## config.mk

```make
export PLATFORM = sky130hd
export DESIGN_NAME = morse_seq_queue
export DESIGN_NICKNAME = d
export VERILOG_FILES = /design/src/rtl/morse_pkg.sv /design/src/rtl/seq_fifo_2w1r.sv /design/src/rtl/morse_seq_queue.sv
export SDC_FILE = /design/constraint.sdc
export NUM_CORES = 1
export LEC_CHECK = 0
export CORE_MARGIN = 4
export CORE_UTILIZATION = 39
export CTS_BUF_LIST = sky130_fd_sc_hd__clkbuf_16
export DETAILED_ROUTE_END_ITERATION = 16
export GPL_TIMING_DRIVEN = 1
export PLACE_DENSITY = 0.62
export RECOVER_POWER = 50
export SYNTH_ARGS = -nofsm -noshare
export SYNTH_HDL_FRONTEND = slang
export SYNTH_SLANG_ARGS = --single-unit
```

## constraint.sdc

```tcl
create_clock -name clk -period 5 [get_ports clk]
set_input_delay 1 -clock clk [delete_from_list [all_inputs] [get_ports clk]]
set_output_delay 1 -clock clk [all_outputs]
set_load 0.005 [all_outputs]
```

## src/rtl/morse_pkg.sv

```systemverilog
// Shared Morse symbol constants and helpers for the sequence queue front end.
package morse_pkg;

  localparam logic [1:0] SYM_DOT   = 2'b00;
  localparam logic [1:0] SYM_DASH  = 2'b01;
  localparam logic [1:0] SYM_SPACE = 2'b10;
  localparam logic [1:0] SYM_EMPTY = 2'b11;

  // A sequence is empty when its first (MSB) symbol is the pad code.
  function automatic logic seq_is_empty(input logic [1:0] head_sym);
    return head_sym == SYM_EMPTY;
  endfunction

endpackage

```

## src/rtl/seq_fifo_2w1r.sv

```systemverilog
// Circular queue with two ordered write ports (port 0 lands first) and one
// first-word-fall-through read port; reads all ones while empty.
module seq_fifo_2w1r #(
  parameter int W     = 10,
  parameter int DEPTH = 8,
  localparam int AW   = $clog2(DEPTH),
  localparam int CW   = AW + 1
) (
  input  logic          clk_i,
  input  logic          rst_i,
  input  logic          wr0_en_i,
  input  logic [W-1:0]  wr0_data_i,
  input  logic          wr1_en_i,
  input  logic [W-1:0]  wr1_data_i,
  input  logic          rd_en_i,
  output logic [W-1:0]  rd_data_o,
  output logic          rd_valid_o,
  output logic [CW-1:0] count_o
);

  logic [W-1:0]  mem_q [DEPTH];
  logic [AW-1:0] wptr_q, wptr_d;
  logic [AW-1:0] rptr_q, rptr_d;
  logic [CW-1:0] count_q, count_d;
  logic [AW-1:0] wr1_ptr;
  logic          pop;
  logic [CW-1:0] n_push;

  always_comb begin
    pop     = rd_en_i && (count_q != '0);
    n_push  = CW'(wr0_en_i) + CW'(wr1_en_i);
    wr1_ptr = wr0_en_i ? wptr_q + AW'(1) : wptr_q;
    wptr_d  = wptr_q + AW'(n_push);
    rptr_d  = pop ? rptr_q + AW'(1) : rptr_q;
    count_d = count_q + n_push - CW'(pop);
  end

  always_ff @(posedge clk_i) begin
    if (rst_i) begin
      wptr_q  <= '0;
      rptr_q  <= '0;
      count_q <= '0;
    end else begin
      wptr_q  <= wptr_d;
      rptr_q  <= rptr_d;
      count_q <= count_d;
    end
  end

  // Storage carries no reset: the empty flag masks stale contents.
  always_ff @(posedge clk_i) begin
    if (!rst_i && wr0_en_i) mem_q[wptr_q] <= wr0_data_i;
    if (!rst_i && wr1_en_i) mem_q[wr1_ptr] <= wr1_data_i;
  end

  assign rd_valid_o = (count_q != '0);
  assign rd_data_o  = rd_valid_o ? mem_q[rptr_q] : '1;
  assign count_o    = count_q;

endmodule

```

## src/rtl/morse_seq_queue.sv

```systemverilog
// Splits each sent_flag event into sequence/space entries and queues them for
// the decoder. Handshake: an entry transfers on any edge where out_valid && out_ready.
module morse_seq_queue
  import morse_pkg::*;
#(
  parameter int SYM_MAX         = 5,
  parameter int DEPTH           = 8,
  parameter bit COLLAPSE_SPACES = 1'b1,
  localparam int W              = 2 * SYM_MAX,
  localparam int CW             = $clog2(DEPTH) + 1
) (
  input  logic          clk,
  input  logic          rst,
  input  logic [W-1:0]  enc_seq,
  input  logic          space_endseqbar,
  input  logic          sent_flag,
  output logic [W-1:0]  out_seq,
  output logic          out_valid,
  input  logic          out_ready,
  output logic          event_done,
  output logic          overflow,
  output logic [CW-1:0] count
);

  localparam logic [W-1:0] SPACE_ENTRY = {SYM_SPACE, {(W-2){1'b1}}};

  logic          last_was_space_q, last_was_space_d;
  logic          event_done_q;
  logic          overflow_q, overflow_d;
  logic          want_seq, want_space, drop, accept;
  logic [1:0]    req;
  logic [CW-1:0] free_slots;
  logic          wr0_en, wr1_en;
  logic [W-1:0]  wr0_data;

  always_comb begin
    want_seq   = sent_flag && !seq_is_empty(enc_seq[W-1 -: 2]);
    // A lone space right after another space (or after reset) is swallowed.
    want_space = sent_flag && space_endseqbar &&
                 !(COLLAPSE_SPACES && last_was_space_q && !want_seq);
    req        = {1'b0, want_seq} + {1'b0, want_space};
    // Free space is judged before this cycle's pop, so a pop never rescues a full queue.
    free_slots = CW'(DEPTH) - count;
    drop       = CW'(req) > free_slots;
    accept     = !drop;

    wr0_en     = accept && (want_seq || want_space);
    wr0_data   = want_seq ? enc_seq : SPACE_ENTRY;
    wr1_en     = accept && want_seq && want_space;

    last_was_space_d = last_was_space_q;
    if (accept && want_space)     last_was_space_d = 1'b1;
    else if (accept && want_seq)  last_was_space_d = 1'b0;

    overflow_d = drop;
  end

  always_ff @(posedge clk) begin
    if (rst) begin
      last_was_space_q <= 1'b1;
      event_done_q     <= 1'b0;
      overflow_q       <= 1'b0;
    end else begin
      last_was_space_q <= last_was_space_d;
      event_done_q     <= sent_flag;
      overflow_q       <= overflow_d;
    end
  end

  seq_fifo_2w1r #(
    .W     (W),
    .DEPTH (DEPTH)
  ) u_fifo (
    .clk_i      (clk),
    .rst_i      (rst),
    .wr0_en_i   (wr0_en),
    .wr0_data_i (wr0_data),
    .wr1_en_i   (wr1_en),
    .wr1_data_i (SPACE_ENTRY),
    .rd_en_i    (out_valid && out_ready),
    .rd_data_o  (out_seq),
    .rd_valid_o (out_valid),
    .count_o    (count)
  );

  assign event_done = event_done_q;
  assign overflow   = overflow_q;

endmodule

```

==> summary.txt <==
Floorplanning
  – Total die area: around 0.014 mm²
  – Core Region: 0.0115 mm²
  – DIE WIDTH: 117 µm
  – Initial Utilization: 40.2%
  – Die Height: 117 µm
  – Row count: 39
  – I/O pins: 32

STA
  – Least-Margin Pin Slew: 1.13 ns
  – Setup TNS: 0 ns
  – Fmax: 229 MHz
  – Final setup violation count: 0
  – Clk_skew: 0.00806 ns
  – Part of the cycle the worst path needs: 87.5%
  – RSZ-0062 raised after global routing: no
  – Fin crit period: 4.37 ns
  – Fin. max-slew vios: 0
  – Final setup margin: 0.627 ns
  – Slew margin rel.: between 20% and 30%
  – Hold Violations, Final: 0

Global routing
  – Global router's overall resource usage: 19.0%
  – Initial antenna violation count: 0
  – Total gr overflow: 0
  – Global-route wire length before repair: about 20000 µm
  – Number of global-route vias before repair: 3749
  – Pin count of the biggest net entering global routing: 37

Worst setup path
  – Worst EP required: 5.20 ns
  – Startpoint types: input port
  – Critical Path Max Stage Delay: around 0.57 ns
  – CP endpoint kind: flop
  – CP cell instances: dlygate4sd3_1 > nand3_1 > nand3_1 > inv_1 > ha_1 > ha_1 > nor2b_1 > o211ai_1 > nor2_1 > nor3_1 > ha_1 > inv_1 > ha_1 > inv_1 > ha_1 > a21o_1 > a21oi_1 > xnor2_1 > nor2_1
  – R2R depth: 18
  – Worst Path Arrival: between 4 and 5 ns
  – Critical setup path kind: input port to flop
  – Slowest-stage cell, CP: dlygate4sd3_1
  – Most common cell on crit path: ha_1
  – Crit Path Max Fanout: 6

Synth
  – Yosys top cell by area: dfxtp_1
  – Async set-reset flop share out of synthesis: 0%
  – Post-Syn Nets: 493
  – Sequential element share of the synthesized area: about two fifths
  – Synth Warn #: 0
  – Distinct cells, synth: 38
  – Synthesized flop and latch total: 96
  – Mapped Area: approximately 0.0046 mm²
  – Top_reg_cell synth: dfxtp_1
  – Yosys top cell area share: 41.5%
  – Post-Syn Area per Cell: 10.1 µm²
  – Post-synthesis cell count: 461
  – Largest cells by area after synthesis: dfxtp_1 (41%), o221ai_1 (14%), mux4_2 (9.7%)
  – Number of synthesized flops with an enable pin: 0

Power
  – Peak VDD IR: 0.344 mV
  – Leak: 2.07 nW
  – Post-route total power: 0.00338 W
  – Pwr dens: about 640 mW/mm²

Route
  – DRT antenna net count: 0
  – DRT Wirelength: roughly 12000 µm
  – DR iter-0 viols: roughly 250
  – Post-route DRC: 0
  – Drt wl/cell: 19.4 µm
  – Via density: 5.98
  – 1st-pass router iterations: 4
  – Via count: 3776

Cells and area
  – Layout cells sized above 1: 11.7%
  – Area growth from synthesis to layout: 14.1%
  – Final Util: 45.9%
  – Finished Cell Area: ~0.0053 mm²
  – Most frequent cells in the layout: dfxtp_1 (96), nand2_1 (92), o221ai_1 (72), nor2_1 (21)
  – Final net count: 515
  – Commonest non-fill, non-tap cell in the layout: dfxtp_1
  – Antenna diodes: 0

Run
  – # Max-Cap Violations: 0

Clock network
  – Post-CTS Repair Setup Buffers: 0
  – Post-cts gate resize count: 0
  – Hold_buf cts: 0
  – CTS tree: done
  – Clk sinks: 96
  – TritonCTS Buffers: 9
  – Clk slew on worst S/H paths: 0.07 ns
  – Root buffer cell: clkbuf_16
  – Skew-Pair Late Insertion Delay: 0.35 ns
  – CTS HTree Levels: 3
  – CTS max path bufs: 2

Min path
  – Hold crit path type: flop to flop
  – Hold path depth: 2

Placement
  – Dpl hpwl: 7620 µm
  – Placed cell areas: 0.00506 mm²
  – GP Congestion: 0.732
  – Setup WS pre-CTS: 0.362 ns
  – Count of input and output buffers: 31

Status
  – Outcome: complete, no violations
## flip-flops by register name (all words and copies together), names as in the netlist, named ones only
signal / flops
event_done: 1
u_fifo.mem_q: 80
u_fifo.count_o: 4
u_fifo.rptr_q: 3
last_was_space_q: 1
overflow: 1
u_fifo.wptr_q: 3
## worst max-delay path, delay by kind of cell
family	cells	cell delay [ns]
and+or+nand+nor	6	0.72
AOI/OAI and AO/OA	3	0.70
buffers and inverters	4	0.78
adders and majority gates	5	1.22
xor gates and xnor gates	1	0.14
## synthesized netlist by cell type (4+ instances only)
cell	number
dfxtp_1	96
nand2_1	92
o221ai_1	72
nor2_1	21
mux2i_1	20
mux4_2	20
inv_1	18
buf_2	16
ha_1	15
clkbuf_1	13
a21oi_1	11
nor2b_1	9
o211ai_2	8
nor3_1	5
mux2_2	4
xor2_1	4
## metrics by stage
step,cells,hold slack (ns)
after floorplan,461,0.427
after global placement,615,0.437
after detailed placement,615,0.447
after CTS,631,0.463
after global routing,631,0.480
final,631,0.464
## worst paths after layout
check / start / endpoint / slack, ns
setup / recovery: enc_seq[9] / u_fifo.count_o[3] / 0.63
hold / removal: u_fifo.mem_q[7][0] / u_fifo.mem_q[7][0] / 0.46
hold reg to reg: u_fifo.mem_q[7][0] / u_fifo.mem_q[7][0] / 0.46
setup reg to reg: last_was_space_q / u_fifo.count_o[3] / 1.54
## kinds of logic (layout without fill, tap and decap cells)
| group | count (synthesis) | after routing | synth area share [%] |
|---|---|---|---|
| buf+inv | 54 | 81 | 5.37 |
| compound gates | 102 | 102 | 18.8 |
| simple gates | 139 | 139 | 12.5 |
| flops | 96 | 96 | 41.5 |
| mux | 46 | 46 | 15.6 |
| fa+ha+maj | 17 | 17 | 4.91 |
| xor+xnor | 7 | 7 | 1.32 |
## final cells by class
cell class | count | area, µm²
clock buffer | 9 | 225
clock inverter | 7 | 47.5
fill | 1103 | 6230
inverter | 18 | 67.6
multi-input combinational | 311 | 2430
sequential | 96 | 1920
tap | 143 | 179
timing repair buffer | 47 | 412
## routing by layer
metal / routed length (µm) / vias up / GRT usage (%)
met4: 172 / 0 / 5.20
met3: 727 / 11 / 4.78
met2: 5930 / 124 / 32.2
li1: - / 1761 / -
met5: 0 / - / 0
met1: 5380 / 1880 / 24.1
## power breakdown
part | switching, W | internal (W)
Clock | 0.000307 | 0.000338
Combinational | 0.000813 | 0.000693
Sequential | 0.000177 | 0.00105
(Power assumes the default switching activity.)
